File: src/rtl/qbus_dma_master_2908_pkg.sv
// rtl/qbus_dma_master_2908_pkg.sv - shared states and timing defaults for the QBUS DMA master
package qbus_dma_master_2908_pkg;

    // Default bus timing, in 20 MHz clocks
    localparam int DEF_ADDR_SETUP = 3;   // 150 ns address valid before TSYNC
    localparam int DEF_ADDR_HOLD  = 2;   // address hold after TSYNC
    localparam int DEF_DATA_SETUP = 2;   // DATO data valid before TDOUT
    localparam int DEF_DIN_SETTLE = 2;   // ribbon-cable settle after RPLY
    localparam int DEF_TIMEOUT    = 200; // 10 us RPLY timeout

    localparam int CNT_W = 16;

    typedef enum logic [3:0] {
        ST_IDLE,
        ST_REQ,
        ST_ACK,
        ST_ADDR,
        ST_SYNC,
        ST_DOUT_SETUP,
        ST_DOUT,
        ST_DIN,
        ST_RPLY_REL,
        ST_END
    } dma_state_e;

endpackage

File: src/rtl/qbus_dma_master_2908_if.sv
// rtl/qbus_dma_master_2908_if.sv - QBUS arbitration/handshake and DAL-mux signal bundle
interface qbus_dma_master_2908_if;
    logic        RDMGI;
    logic        RSYNC;
    logic        RRPLY;
    logic        RINIT;
    logic        TDMR;
    logic        TSACK;
    logic        TDMGO;
    logic        TSYNC;
    logic        TDIN;
    logic        TDOUT;
    logic        dma_assert_dal;
    logic [21:0] dma_dal;
    logic        dma_dalbe;
    logic        dma_daltx;
    logic        dma_dalst;
    logic        dma_wtbt;
    logic [15:0] dal_in;

    modport master (
        input  RDMGI, RSYNC, RRPLY, RINIT, dal_in,
        output TDMR, TSACK, TDMGO, TSYNC, TDIN, TDOUT,
        output dma_assert_dal, dma_dal, dma_dalbe, dma_daltx, dma_dalst, dma_wtbt
    );

    modport slave (
        output RDMGI, RSYNC, RRPLY, RINIT, dal_in,
        input  TDMR, TSACK, TDMGO, TSYNC, TDIN, TDOUT,
        input  dma_assert_dal, dma_dal, dma_dalbe, dma_daltx, dma_dalst, dma_wtbt
    );
endinterface

File: src/rtl/qbus_dma_master_2908_sync2.sv
// rtl/qbus_dma_master_2908_sync2.sv - two-flop synchronizer for asynchronous bus inputs
module qbus_dma_master_2908_sync2 #(
    parameter int W = 1
) (
    input  logic         clk,
    input  logic         reset,
    input  logic [W-1:0] d_i,
    output logic [W-1:0] q_o
);

    logic [W-1:0] s1_q;
    logic [W-1:0] s2_q;

    // Two-stage metastability filter; only stage 2 is used by the logic
    always_ff @(posedge clk) begin
        if (reset) begin
            s1_q <= '0;
            s2_q <= '0;
        end else begin
            s1_q <= d_i;
            s2_q <= s1_q;
        end
    end

    assign q_o = s2_q;

endmodule

File: src/rtl/qbus_dma_master_2908.sv
// rtl/qbus_dma_master_2908.sv - QBUS DMA bus-master sequencer for single-word DATI/DATO
module qbus_dma_master_2908
    import qbus_dma_master_2908_pkg::*;
#(
    parameter int ADDR_SETUP = DEF_ADDR_SETUP,
    parameter int ADDR_HOLD  = DEF_ADDR_HOLD,
    parameter int DATA_SETUP = DEF_DATA_SETUP,
    parameter int DIN_SETTLE = DEF_DIN_SETTLE,
    parameter int TIMEOUT    = DEF_TIMEOUT
) (
    input  logic                          clk,
    input  logic                          reset,
    qbus_dma_master_2908_if.master        bus,
    input  logic                          req,
    input  logic                          write,
    input  logic [21:0]                   addr,
    input  logic [15:0]                   wdata,
    output logic [15:0]                   rdata,
    output logic                          done,
    output logic                          err
);

    logic [3:0] s_vec;
    logic       s_dmgi, s_sync, s_rply, s_init;

    qbus_dma_master_2908_sync2 #(.W(4)) u_sync (
        .clk   (clk),
        .reset (reset),
        .d_i   ({bus.RDMGI, bus.RSYNC, bus.RRPLY, bus.RINIT}),
        .q_o   (s_vec)
    );

    assign {s_dmgi, s_sync, s_rply, s_init} = s_vec;

    dma_state_e       state_q;
    logic [CNT_W-1:0] cnt_q;
    logic [CNT_W-1:0] tmo_q;
    logic             settle_q;
    logic             write_q;
    logic [21:0]      addr_q;
    logic [15:0]      wdata_q;

    logic             tdmr_q, tsack_q, tsync_q, tdin_q, tdout_q;
    logic             assert_q, dalbe_q, daltx_q, dalst_q, wtbt_q;
    logic [21:0]      dal_q;
    logic [15:0]      rdata_q;
    logic             done_q, err_q;
    logic             tmo_hit;

    // RPLY has not arrived within the timeout window while DIN/DOUT is driven
    assign tmo_hit = !s_rply && (tmo_q == CNT_W'(TIMEOUT - 1)) &&
                     ((state_q == ST_DOUT) || (state_q == ST_DIN && !settle_q));

    // Bus-master sequencer: arbitration, address phase, data phase, release
    always_ff @(posedge clk) begin
        if (reset || s_init || tmo_hit) begin
            state_q  <= ST_IDLE;
            cnt_q    <= '0;
            tmo_q    <= '0;
            settle_q <= 1'b0;
            write_q  <= 1'b0;
            addr_q   <= '0;
            wdata_q  <= '0;
            tdmr_q   <= 1'b0;
            tsack_q  <= 1'b0;
            tsync_q  <= 1'b0;
            tdin_q   <= 1'b0;
            tdout_q  <= 1'b0;
            assert_q <= 1'b0;
            dalbe_q  <= 1'b0;
            daltx_q  <= 1'b0;
            dalst_q  <= 1'b0;
            wtbt_q   <= 1'b0;
            dal_q    <= '0;
            rdata_q  <= '0;
            done_q   <= 1'b0;
            err_q    <= tmo_hit && !reset && !s_init;
        end else begin
            done_q  <= 1'b0;
            err_q   <= 1'b0;
            dalst_q <= 1'b0;
            case (state_q)
                ST_IDLE: begin
                    if (req) begin
                        write_q <= write;
                        addr_q  <= addr;
                        wdata_q <= wdata;
                        tdmr_q  <= 1'b1;
                        state_q <= ST_REQ;
                    end
                end
                ST_REQ: begin
                    if (s_dmgi) begin
                        tdmr_q  <= 1'b0;
                        tsack_q <= 1'b1;
                        state_q <= ST_ACK;
                    end
                end
                ST_ACK: begin
                    // Previous bus master must have finished its cycle
                    if (!s_sync && !s_rply) begin
                        assert_q <= 1'b1;
                        daltx_q  <= 1'b1;
                        dal_q    <= addr_q;
                        wtbt_q   <= write_q;
                        dalst_q  <= 1'b1;
                        cnt_q    <= CNT_W'(1);
                        state_q  <= ST_ADDR;
                    end
                end
                ST_ADDR: begin
                    // Latch pulse came first; drivers turn on once the register holds the address
                    dalbe_q <= 1'b1;
                    if (cnt_q == CNT_W'(ADDR_SETUP)) begin
                        tsync_q <= 1'b1;
                        cnt_q   <= CNT_W'(1);
                        state_q <= ST_SYNC;
                    end else begin
                        cnt_q <= cnt_q + 1'b1;
                    end
                end
                ST_SYNC: begin
                    if (cnt_q == CNT_W'(ADDR_HOLD)) begin
                        if (write_q) begin
                            dal_q   <= {6'b0, wdata_q};
                            dalst_q <= 1'b1;
                            wtbt_q  <= 1'b0;
                            cnt_q   <= CNT_W'(1);
                            state_q <= ST_DOUT_SETUP;
                        end else begin
                            assert_q <= 1'b0;
                            daltx_q  <= 1'b0;
                            dalbe_q  <= 1'b0;
                            wtbt_q   <= 1'b0;
                            tdin_q   <= 1'b1;
                            tmo_q    <= '0;
                            settle_q <= 1'b0;
                            state_q  <= ST_DIN;
                        end
                    end else begin
                        cnt_q <= cnt_q + 1'b1;
                    end
                end
                ST_DOUT_SETUP: begin
                    if (cnt_q == CNT_W'(DATA_SETUP)) begin
                        tdout_q <= 1'b1;
                        tmo_q   <= '0;
                        state_q <= ST_DOUT;
                    end else begin
                        cnt_q <= cnt_q + 1'b1;
                    end
                end
                ST_DOUT: begin
                    if (s_rply) begin
                        tdout_q  <= 1'b0;
                        assert_q <= 1'b0;
                        daltx_q  <= 1'b0;
                        dalbe_q  <= 1'b0;
                        state_q  <= ST_RPLY_REL;
                    end else begin
                        tmo_q <= tmo_q + 1'b1;
                    end
                end
                ST_DIN: begin
                    if (settle_q) begin
                        if (cnt_q == CNT_W'(DIN_SETTLE)) begin
                            rdata_q <= bus.dal_in;
                            tdin_q  <= 1'b0;
                            state_q <= ST_RPLY_REL;
                        end else begin
                            cnt_q <= cnt_q + 1'b1;
                        end
                    end else if (s_rply) begin
                        settle_q <= 1'b1;
                        cnt_q    <= CNT_W'(1);
                    end else begin
                        tmo_q <= tmo_q + 1'b1;
                    end
                end
                ST_RPLY_REL: begin
                    if (!s_rply) begin
                        tsync_q <= 1'b0;
                        tsack_q <= 1'b0;
                        done_q  <= 1'b1;
                        state_q <= ST_END;
                    end
                end
                ST_END: begin
                    state_q <= ST_IDLE;
                end
                default: state_q <= ST_IDLE;
            endcase
        end
    end

    // Grant passes down the chain only while we are idle and not requesting
    assign bus.TDMGO = (state_q == ST_IDLE) && !req && s_dmgi;

    assign bus.TDMR           = tdmr_q;
    assign bus.TSACK          = tsack_q;
    assign bus.TSYNC          = tsync_q;
    assign bus.TDIN           = tdin_q;
    assign bus.TDOUT          = tdout_q;
    assign bus.dma_assert_dal = assert_q;
    assign bus.dma_dal        = dal_q;
    assign bus.dma_dalbe      = dalbe_q;
    assign bus.dma_daltx      = daltx_q;
    assign bus.dma_dalst      = dalst_q;
    assign bus.dma_wtbt       = wtbt_q;
    assign rdata              = rdata_q;
    assign done               = done_q;
    assign err                = err_q;

endmodule

File: src/flat_wrapper.sv
// flat-port wrapper written by rule: the top's interface ports become plain ports
module qbus_dma_master_2908_flat import qbus_dma_master_2908_pkg::*;
#(
    parameter int ADDR_SETUP = DEF_ADDR_SETUP,
    parameter int ADDR_HOLD  = DEF_ADDR_HOLD,
    parameter int DATA_SETUP = DEF_DATA_SETUP,
    parameter int DIN_SETTLE = DEF_DIN_SETTLE,
    parameter int TIMEOUT    = DEF_TIMEOUT
)
  (clk, reset, req, write, addr, wdata, rdata, done, err, bus_RDMGI, bus_RSYNC, bus_RRPLY, bus_RINIT, bus_dal_in, bus_TDMR, bus_TSACK, bus_TDMGO, bus_TSYNC, bus_TDIN, bus_TDOUT, bus_dma_assert_dal, bus_dma_dal, bus_dma_dalbe, bus_dma_daltx, bus_dma_dalst, bus_dma_wtbt);
  qbus_dma_master_2908_if bus_i ();
  input  logic clk;
  input  logic reset;
  input  logic req;
  input  logic write;
  input  logic [21:0] addr;
  input  logic [15:0] wdata;
  output logic [15:0] rdata;
  output logic done;
  output logic err;
  input wire logic [$bits(bus_i.RDMGI)-1:0] bus_RDMGI;
  input wire logic [$bits(bus_i.RSYNC)-1:0] bus_RSYNC;
  input wire logic [$bits(bus_i.RRPLY)-1:0] bus_RRPLY;
  input wire logic [$bits(bus_i.RINIT)-1:0] bus_RINIT;
  input wire logic [$bits(bus_i.dal_in)-1:0] bus_dal_in;
  output wire logic [$bits(bus_i.TDMR)-1:0] bus_TDMR;
  output wire logic [$bits(bus_i.TSACK)-1:0] bus_TSACK;
  output wire logic [$bits(bus_i.TDMGO)-1:0] bus_TDMGO;
  output wire logic [$bits(bus_i.TSYNC)-1:0] bus_TSYNC;
  output wire logic [$bits(bus_i.TDIN)-1:0] bus_TDIN;
  output wire logic [$bits(bus_i.TDOUT)-1:0] bus_TDOUT;
  output wire logic [$bits(bus_i.dma_assert_dal)-1:0] bus_dma_assert_dal;
  output wire logic [$bits(bus_i.dma_dal)-1:0] bus_dma_dal;
  output wire logic [$bits(bus_i.dma_dalbe)-1:0] bus_dma_dalbe;
  output wire logic [$bits(bus_i.dma_daltx)-1:0] bus_dma_daltx;
  output wire logic [$bits(bus_i.dma_dalst)-1:0] bus_dma_dalst;
  output wire logic [$bits(bus_i.dma_wtbt)-1:0] bus_dma_wtbt;
  assign bus_i.RDMGI = bus_RDMGI;
  assign bus_i.RSYNC = bus_RSYNC;
  assign bus_i.RRPLY = bus_RRPLY;
  assign bus_i.RINIT = bus_RINIT;
  assign bus_i.dal_in = bus_dal_in;
  assign bus_TDMR = bus_i.TDMR;
  assign bus_TSACK = bus_i.TSACK;
  assign bus_TDMGO = bus_i.TDMGO;
  assign bus_TSYNC = bus_i.TSYNC;
  assign bus_TDIN = bus_i.TDIN;
  assign bus_TDOUT = bus_i.TDOUT;
  assign bus_dma_assert_dal = bus_i.dma_assert_dal;
  assign bus_dma_dal = bus_i.dma_dal;
  assign bus_dma_dalbe = bus_i.dma_dalbe;
  assign bus_dma_daltx = bus_i.dma_daltx;
  assign bus_dma_dalst = bus_i.dma_dalst;
  assign bus_dma_wtbt = bus_i.dma_wtbt;
  qbus_dma_master_2908 #(.ADDR_SETUP(ADDR_SETUP), .ADDR_HOLD(ADDR_HOLD), .DATA_SETUP(DATA_SETUP), .DIN_SETTLE(DIN_SETTLE), .TIMEOUT(TIMEOUT)) u_core (.clk(clk), .reset(reset), .bus(bus_i), .req(req), .write(write), .addr(addr), .wdata(wdata), .rdata(rdata), .done(done), .err(err));
endmodule
File: config.mk
export PLATFORM = sky130hd
export DESIGN_NAME = qbus_dma_master_2908_flat
export DESIGN_NICKNAME = d
export VERILOG_FILES = /design/src/rtl/qbus_dma_master_2908_pkg.sv /design/src/rtl/qbus_dma_master_2908_if.sv /design/src/rtl/qbus_dma_master_2908_sync2.sv /design/src/rtl/qbus_dma_master_2908.sv /design/src/flat_wrapper.sv
export SDC_FILE = /design/constraint.sdc
export NUM_CORES = 1
export LEC_CHECK = 0
export CAP_MARGIN = 30
export CORE_UTILIZATION = 35
export DETAILED_ROUTE_END_ITERATION = 10
export SYNTH_ARGS = -nofsm -noshare
export SYNTH_HDL_FRONTEND = slang
export SYNTH_SLANG_ARGS = --single-unit
export TNS_END_PERCENT = 1
File: constraint.sdc
create_clock -name clk -period 3.5 [get_ports clk]
set_input_delay 0.875 -clock clk [delete_from_list [all_inputs] [get_ports clk]]
set_output_delay 0.875 -clock clk [all_outputs]
set_load 0.1 [all_outputs]
==> key figures, run 1 <==
Timing
  • Setup TNS Final: 0 ps
  • RSZ-0062 raised after global routing: false
  • Hold Slack: 435.8 ps
  • Final setup fails: 0
  • Slew Limit Fails: 0
  • Final period utilization: 0.7983
  • Final Critical Period: 2794 ps
  • Slew headroom: 0.3911
  • Fmax: 357.9 MHz
  • Worst slew pin tran: 913.3 ps
  • Final hold vios: 0
  • Setup Skew: 19.37 ps

Worst setup path
  • Crit path from: req
  • Crit-path cells: clkdlybuf4s50_1 > nor4_2 > buf_12
  • Crit Path Category: in2out
  • CP max FO: 4
  • Crit end category: output port
  • Crit path max-delay family: buffers and inverters
  • Worst reg-to-reg setup slack: 830 ps
  • Critical path launch point type: primary input
  • FF-to-FF Start: u_core.state_q[1]$_SDFFE_PP0P_
  • Slowest-stage cell, CP: clkdlybuf4s50_1
  • CP arrival: 1920 ps
  • Slowest stage delay, CP: 470 ps
  • Data required time at the worst endpoint: 2620 ps
  • WP buf/inv: 2
  • Worst R2R Path Depth: 5
  • Reg-to-Reg End: u_core.cnt_q[10]$_SDFFE_PP0P_

GRT
  • First-pass GRT wire length: 25,920 microns
  • GRT Util Overall: 0.1844
  • GRT overflow: 0
  • Vias in the first global route: 5,058
  • Largest net degree at the start of global routing: 40
  • Initial antenna violation count: 0

Clock tree
  • Clock latency on the worst-skew pair: 430 ps
  • Clock slew at reported path FFs: 50 ps
  • Cts bufs inserted: 17
  • CTS tree: yes
  • Post-CTS Hold Buffers: 0
  • CTS root buffer: clkbuf_16
  • CTS Sinks: 133
  • Post-CTS sizing: 0
  • Clock buffer depth: 2
  • Number of H-tree levels: 4
  • Post-CTS setup buffers: 0

Yosys
  • Synth top area cells: dfxtp_1 44%, nand2_1 11%, a21oi_1 7.3%
  • EDFF count, synth: 0
  • Syn Inst Count: 735
  • Post-synth top area cell: dfxtp_1
  • Yosys warnings: 0
  • Post-synthesis sequential area ratio: 0.4427
  • Avg Cell Area, Syn: 8.183 sq um
  • Netlist cell types: 68
  • FF+latch count, synth: 133
  • Ys flop type: dfxtp_1
  • FFs w/ async S/R, synth: 0
  • Synthesized net count: 801
  • Post-synth design cell area: 6015 sq um
  • Synth top area share: 0.4427

Layout
  • Commonest non-fill, non-tap cells in the layout: 173 x nand2_1, 133 x dfxtp_1, 88 x a21oi_1, 66 x buf_4, 61 x clkdlybuf4s50_1
  • Most common cell after layout, fill and taps aside: nand2_1
  • Area delta synth->final: 28.79%
  • Antenna cells: 0
  • Nets@finish: 898
  • Share of layout cells above drive strength 1: 0.1485
  • Final non-filler cell total: 1,062

Placed design
  • Placer Congestion: 0.8031
  • Post-DP HPWL: 10,780 microns
  • Placed Instances: 1,033
  • Number of port buffers: 112

Detailed routing
  • Met1 WL: 7889 microns
  • DRT Wirelength: 15,800 microns
  • DRT iter0 DRCs: 471
  • Via count: 5,424
  • Antenna Nets Post-Route: 0
  • Highest Signal Layer: met4
  • Met3 routed WL: 688 microns
  • Routed wl met2: 7088 microns
  • DR WL/cell: 14.88 microns
  • DRC errors left: 0
  • DRT Pass-1 Iters: 4
  • Vias/cell: 5.107

Power
  • Leak: 2.687 nW
  • Cell Pwr Density: 522.1 nW/um^2
  • Worst VDD drop: 0.3498 mV
  • Pwr Total: 4.044 mW

Die
  • Row count: 47
  • Die H: 133.1 microns
  • Chip width: 133.1 microns
  • Initial core utilization: 0.3601
  • Die ar.: 17,710 sq um
  • Core Region: 16,700 sq um
  • Ports: 113

Hold path
  • Worst Hold Depth: 1
  • Hold WC Path Type: reg2reg
  • Hold Path Sink: u_core.u_sync.q_o[0]$_SDFF_PP0_
  • Hold Startpoint: u_core.u_sync.s1_q[0]$_SDFF_PP0_

Run status
  • Status: complete, no violations

Flow run
  • Maxcap violations: 0
[final cells by class]
type	count	area, sq um
clock buffers	25	495.5
clock inverters	4	47.55
fillers	1745	8955
inverters	13	51.30
multi-input cells	539	3088
flip-flops and latches	133	2663
well taps	220	275.3
repair buffers	128	1126
[state kept, by name, summed over array words and instances (netlist names), 4 cells and up]
register / flops
u_core.addr_q: 22
u_core.bus.dma_dal: 22
u_core.cnt_q: 16
u_core.rdata: 16
u_core.state_q: 4
u_core.tmo_q: 16
u_core.u_sync.q_o: 4
u_core.u_sync.s1_q: 4
u_core.wdata_q: 16
[layer usage]
metal	track usage	vias to the layer above
met5	0	-
met4	0.06439	0
met3	0.04262	8
met2	0.2795	116
met1	0.2562	2524
li1	-	2776
[power by group]
group	switching [mW]	internal (mW)	leakage (nW)	total (mW)
Clock	0.611	1.04	0.265	1.65
Sequential	0.0677	1.60	1.08	1.66
Combinational	0.499	0.233	1.34	0.732
Total	1.18	2.87	2.69	4.04
[logic make-up (layout without fill, tap and decap cells)]
kind of cell	after synthesis	in the layout	synth area share
xor+xnor	10	10	0.01456
flops	133	133	0.4427
fa+ha+maj	4	4	0.008322
mux	9	9	0.01498
compound gates	163	163	0.1893
simple gates	353	353	0.2821
buf+inv	63	170	0.04805
[cell usage after synthesis (3+ instances only)]
master    instances
nand2_1         173
dfxtp_1         133
a21oi_1          88
nor2_1           49
nand3_1          31
clkbuf_1         27
nor3_1           14
buf_2            13
inv_1            12
nor2b_1          12
a311oi_1         11
a311oi_2         10
o21ai_0          10
and3_1            9
mux2i_1           9
nand3b_1          9
nor4_1            9
xnor2_1           9
a31oi_1           7
o31ai_1           7
nand4_1           6
nor3b_1           6
or4_1             5
and2_1            4
buf_1             4
ha_1              4
nand2b_1          4
and4_1            3
buf_4             3
buf_6             3
o211ai_1          3
[worst register-to-register path, stage by stage (launching register included)]
cell	delay (ps)
dfxtp_1	730
buf_4	300
o21bai_1	100
a221o_1	520
o41ai_4	750
nor2_1	110
[metrics by stage]
step	instance area [sq um]	util	worst slack, ps
after floorplan	6021	-	57.88
final	7746	0.4638	706.0
after global routing	7746	0.4638	605.0
after CTS	7746	0.4638	689.6
after detailed placement	7203	0.4313	680.1
after global placement	7203	0.4313	678.0
[worst max path at each step]
| stage | endpoint | slack, ps | cells after the start |
|---|---|---|---|
| after global routing | bus_TDMGO | 610 | 4 |
| after global placement | u_core.bus.dma_dalst$_SDFF_PP0_ | 680 | 5 |
| after floorplan | bus_TDMGO | 60 | 1 |
| after CTS | bus_TDMGO | 690 | 4 |
| after detailed placement | u_core.bus.dma_dalst$_SDFF_PP0_ | 680 | 5 |
| final | bus_TDMGO | 710 | 3 |
(Power assumes the default switching activity.)
==> inputs of run 2 (changes only) <==
- clock period: 3.5 -> 2.91 ns (I/O delays scaled with it)
==> key figures, run 2 (synthesis gave the netlist of run 1 again) <==
Layout
  • Area of the multi-input gates: 3097 sq um
  • Register area: 2663 sq um
  • Nets@finish: 910
  • Fill cells: 1,674
  • Core Util, Final: 0.4806
  • Final non-filler cell total: 1,077
  • Most common cell after layout, fill and taps aside: nand2_1
  • Area delta synth->final: 33.45%
  • Share of layout cells above drive strength 1: 0.1669
  • Antenna cells: 0
  • Commonest non-fill, non-tap cells in the layout: 173 x nand2_1, 133 x dfxtp_1, 88 x a21oi_1, 75 x buf_4, 61 x clkdlybuf4s50_1

Detailed routing
  • Vias/cell: 5.112
  • DRT Pass-1 Iters: 7
  • DRT Wirelength: 16,070 microns
  • Via count: 5,506
  • Antenna Nets Post-Route: 0
  • DR WL/cell: 14.92 microns
  • DRT iter0 DRCs: 311
  • DRC errors left: 0

Clock tree
  • CTS root buffer: clkbuf_16
  • Post-CTS Hold Buffers: 0
  • Number of H-tree levels: 4
  • Clock buffer depth: 2
  • Post-CTS sizing: 0
  • CTS tree: yes
  • Post-CTS setup buffers: 0
  • CTS Sinks: 133
  • Clock slew at reported path FFs: 60 ps
  • Cts bufs inserted: 17
  • Clock latency on the worst-skew pair: 430 ps

Timing
  • Final hold vios: 0
  • Final setup fails: 0
  • Slew headroom: 0.5738
  • Final Critical Period: 2656 ps
  • Final period utilization: 0.9129
  • Fmax: 376.4 MHz
  • Setup Skew: 12.72 ps
  • RSZ-0062 raised after global routing: false
  • Slew Limit Fails: 0
  • Setup TNS Final: 0 ps
  • Worst slew pin tran: 633.4 ps

GRT
  • First-pass GRT wire length: 26,280 microns
  • Initial antenna violation count: 0
  • Largest net degree at the start of global routing: 48
  • GRT overflow: 0
  • Vias in the first global route: 5,095
  • GRT Util Overall: 0.1878

Worst setup path
  • Crit Path Category: reg2out
  • Data required time at the worst endpoint: 2180 ps
  • CP arrival: 1930 ps
  • Crit end category: output port
  • Critical path launch point type: flop
  • CP max FO: 17

Power
  • Cell Pwr Density: 673.0 nW/um^2
  • Leak: 2.829 nW
  • Worst VDD drop: 0.4153 mV

Die
  • Initial core utilization: 0.3601
  • Chip width: 133.1 microns
  • Die H: 133.1 microns
  • Ports: 113
  • Die ar.: 17,710 sq um
  • Row count: 47
  • Core Region: 16,700 sq um

Placed design
  • Number of port buffers: 112
  • Placer Congestion: 0.8070
  • Post-DP HPWL: 11,040 microns
  • Placed Instances: 1,045

Flow run
  • Maxcap violations: 0

Hold path
  • Hold WC Path Type: reg2reg

Run status
  • Status: complete, no violations
==> run 2: cell count changes in the layout (fill, tap and decap cells not counted), sizes merged <==
| cell | change |
|---|---|
| buf | +12 |
| clkbuf | -6 |
| bufinv | +5 |
| inv | +4 |
| clkinv | +1 |
| clkinvlp | -1 |
==> run 2: layout make-up <==
type	instances	share of cell area
well taps	220	0.03429
inverters	13	0.006391
flip-flops and latches	133	0.3317
clock inverters	13	0.03040
clock buffers	19	0.05518
multi-input cells	539	0.3858
repair buffers	140	0.1562
==> run 2: through the flow <==
step / cell area, sq um / setup WS [ps] / total power [mW] / hold WS [ps]
6_report: 8026 / 253.6 / 5.402 / 439.7
5_1_grt: 8026 / 148.5 / 5.627 / 456.0
4_1_cts: 8026 / 249.9 / 5.452 / 437.3
3_5_place_dp: 7340 / 433.4 / 2.956 / 428.6
3_3_place_gp: 7340 / 454.2 / 2.952 / 423.1
2_1_floorplan: 6030 / 359.6 / 2.665 / 413.8
==> run 2: routing by layer <==
layer,vias up,global-route usage,part of all wire
li1,2812,-,-
met1,2533,0.2550,0.49
met2,144,0.2897,0.45
met3,17,0.04224,0.048
met4,0,0.07260,0.015
met5,-,0,0
==> run 2: path summary, 6_finish.rpt <==
| kind | endpoint | slack (ps) | from | cells after the start |
|---|---|---|---|---|
| worst max-delay path | bus_TDMGO | 250 | u_core.state_q[1]$_SDFFE_PP0P_ | 5 |
| worst min-delay path | u_core.u_sync.q_o[1]$_SDFF_PP0_ | 440 | u_core.u_sync.s1_q[1]$_SDFF_PP0_ | 1 |
| worst max register to register | u_core.cnt_q[15]$_SDFFE_PP0P_ | 510 | u_core.cnt_q[0]$_SDFFE_PP0P_ | 8 |
| worst min register to register | u_core.u_sync.q_o[1]$_SDFF_PP0_ | 440 | u_core.u_sync.s1_q[1]$_SDFF_PP0_ | 1 |
==> run 2: where the power goes <==
group | internal (mW) | switching, mW | leakage [nW] | total, mW
Combinational | 0.306 | 0.615 | 1.42 | 0.922
Sequential | 1.92 | 0.0724 | 1.08 | 1.99
Clock | 1.65 | 0.841 | 0.335 | 2.49
Total | 3.87 | 1.53 | 2.83 | 5.40
==> run 2: worst max-delay path, cell delays in order, from the launching register on <==
cell	delay, ps
dfxtp_1	410
buf_4	250
nor2_2	280
nand2_1	150
nor4_4	200
buf_12	210
==> inputs of run 3 (changes only) <==
- CORE_UTILIZATION: 35 -> 52
- GPL_ROUTABILITY_DRIVEN: not set -> 0
- PLACE_DENSITY_LB_ADDON: not set -> 0.05
==> key figures, run 3 (synthesis gave the netlist of run 1 again) <==
Run status
  • Status: complete, no violations

Detailed routing
  • DRT Wirelength: 15,620 microns
  • Vias/cell: 5.713
  • DR WL/cell: 15.91 microns
  • Via count: 5,610
  • DRT Pass-1 Iters: 5
  • DRT iter0 DRCs: 432
  • DRC errors left: 0
  • Antenna Nets Post-Route: 0

Placed design
  • Placed instance area: 7124 sq um
  • Number of port buffers: 112
  • Post-DP HPWL: 10,520 microns

Layout
  • Antenna cells: 0
  • Area delta synth->final: 27.71%
  • Area of the multi-input gates: 3097 sq um
  • Commonest non-fill, non-tap cells in the layout: 173 x nand2_1, 133 x dfxtp_1, 88 x a21oi_1, 65 x buf_4, 61 x clkdlybuf4s50_1
  • Cell area after layout: 7681 sq um
  • Core Util, Final: 0.6963
  • Share of layout cells above drive strength 1: 0.1485
  • Most common cell after layout, fill and taps aside: nand2_1
  • Nets@finish: 898
  • Fill cells: 899
  • Register area: 2663 sq um

Power
  • Sw Ratio: 0.2886
  • Reg power frac: 0.404
  • Sw power: 1.427 mW
  • Leak: 2.703 nW
  • Clock share of power: 0.415
  • Worst VDD drop: 0.4741 mV
  • Combinational share of power: 0.181
  • Cell internal pwr: 3.517 mW
  • Cell Pwr Density: 643.6 nW/um^2

Clock tree
  • Clock latency on the worst-skew pair: 420 ps
  • CTS Sinks: 133
  • Post-CTS sizing: 0
  • Clock slew at reported path FFs: 50 ps
  • CTS root buffer: clkbuf_16
  • CTS tree: yes
  • Clock buffer depth: 2
  • Number of H-tree levels: 4
  • Cts bufs inserted: 17
  • Post-CTS Hold Buffers: 0
  • Post-CTS setup buffers: 0

Hold path
  • Hold WC Path Type: reg2reg
  • Worst Hold Depth: 1

GRT
  • Largest net degree at the start of global routing: 60
  • GRT overflow: 0
  • GRT Util Overall: 0.2743
  • First-pass GRT wire length: 25,410 microns
  • Vias in the first global route: 5,321
  • Initial antenna violation count: 0

Worst setup path
  • Crit Path Category: reg2out
  • Crit-path cells: nor2_2 > nand2_1 > nor4_4 > buf_12
  • Crit end category: output port
  • CP max FO: 22
  • Worst path depth: 4
  • WP buf/inv: 1
  • CP arrival: 1850 ps
  • Critical path launch point type: flop
  • Worst R2R Path Depth: 6
  • Slowest-stage cell, CP: dfxtp_1
  • Crit path max-delay family: simple AND/OR/NAND/NOR gates
  • Data required time at the worst endpoint: 2180 ps
  • Slowest stage delay, CP: 510 ps

Flow run
  • Maxcap violations: 0

Timing
  • Setup Skew: 7.488 ps
  • Final hold vios: 0
  • Setup TNS Final: 0 ps
  • Slew headroom: 0.5145
  • Final Critical Period: 2574 ps
  • Worst slew pin tran: 726.2 ps
  • RSZ-0062 raised after global routing: false
  • Fmax: 388.5 MHz
  • Final period utilization: 0.8846
  • Slew Limit Fails: 0
  • Final setup fails: 0

Die
  • Die ar.: 12,000 sq um
  • Die H: 109.5 microns
  • Chip width: 109.5 microns
  • Row count: 38
  • Core Region: 11,030 sq um
  • Ports: 113
  • Initial core utilization: 0.5453
## run 3: metrics by stage
step / setup WS [ps] / cells / total power [mW] / hold slack (ps)
2_1_floorplan: 359.6 / 735 / 2.665 / 413.8
3_3_place_gp: 447.6 / 953 / 2.900 / 421.6
3_5_place_dp: 413.6 / 953 / 2.923 / 423.9
4_1_cts: 318.6 / 982 / 4.968 / 436.4
5_1_grt: 203.9 / 982 / 5.135 / 454.5
6_report: 335.9 / 982 / 4.944 / 435.9
## run 3: path summary, 6_finish.rpt
| check | from | end | slack [ps] |
|---|---|---|---|
| worst max-delay path | u_core.state_q[2]$_SDFFE_PP0P_ | bus_TDMGO | 340 |
| worst min-delay path | u_core.u_sync.s1_q[3]$_SDFF_PP0_ | u_core.u_sync.q_o[3]$_SDFF_PP0_ | 440 |
| worst max register to register | u_core.state_q[1]$_SDFFE_PP0P_ | u_core.cnt_q[0]$_SDFFE_PP0P_ | 490 |
| worst min register to register | u_core.u_sync.s1_q[3]$_SDFF_PP0_ | u_core.u_sync.q_o[3]$_SDFF_PP0_ | 440 |
## run 3: metal layers
| metal | vias up | share of wire | global-route usage |
|---|---|---|---|
| li1 | 2778 | - | - |
| met1 | 2599 | 0.45 | 0.3605 |
| met2 | 200 | 0.46 | 0.4196 |
| met3 | 33 | 0.065 | 0.06758 |
| met4 | 0 | 0.024 | 0.1352 |
| met5 | - | 0 | 0 |
## run 3: area by class of cell
type                    instances  area share
clock inverters                 5    0.009774
well taps                     140     0.02281
flip-flops and latches        133      0.3466
clock buffers                  24     0.06271
repair buffers                128      0.1482
inverters                      13    0.006679
multi-input cells             539      0.4032
## run 3: power groups by stage
stage / clock network, mW / registers [mW] / logic, mW
3_3_place_gp: 0 / 2.03 / 0.870
3_5_place_dp: 0 / 2.03 / 0.889
2_1_floorplan: 0 / 2.20 / 0.464
6_report: 2.05 / 2.00 / 0.894
5_1_grt: 2.16 / 2.01 / 0.964
4_1_cts: 2.08 / 2.00 / 0.894
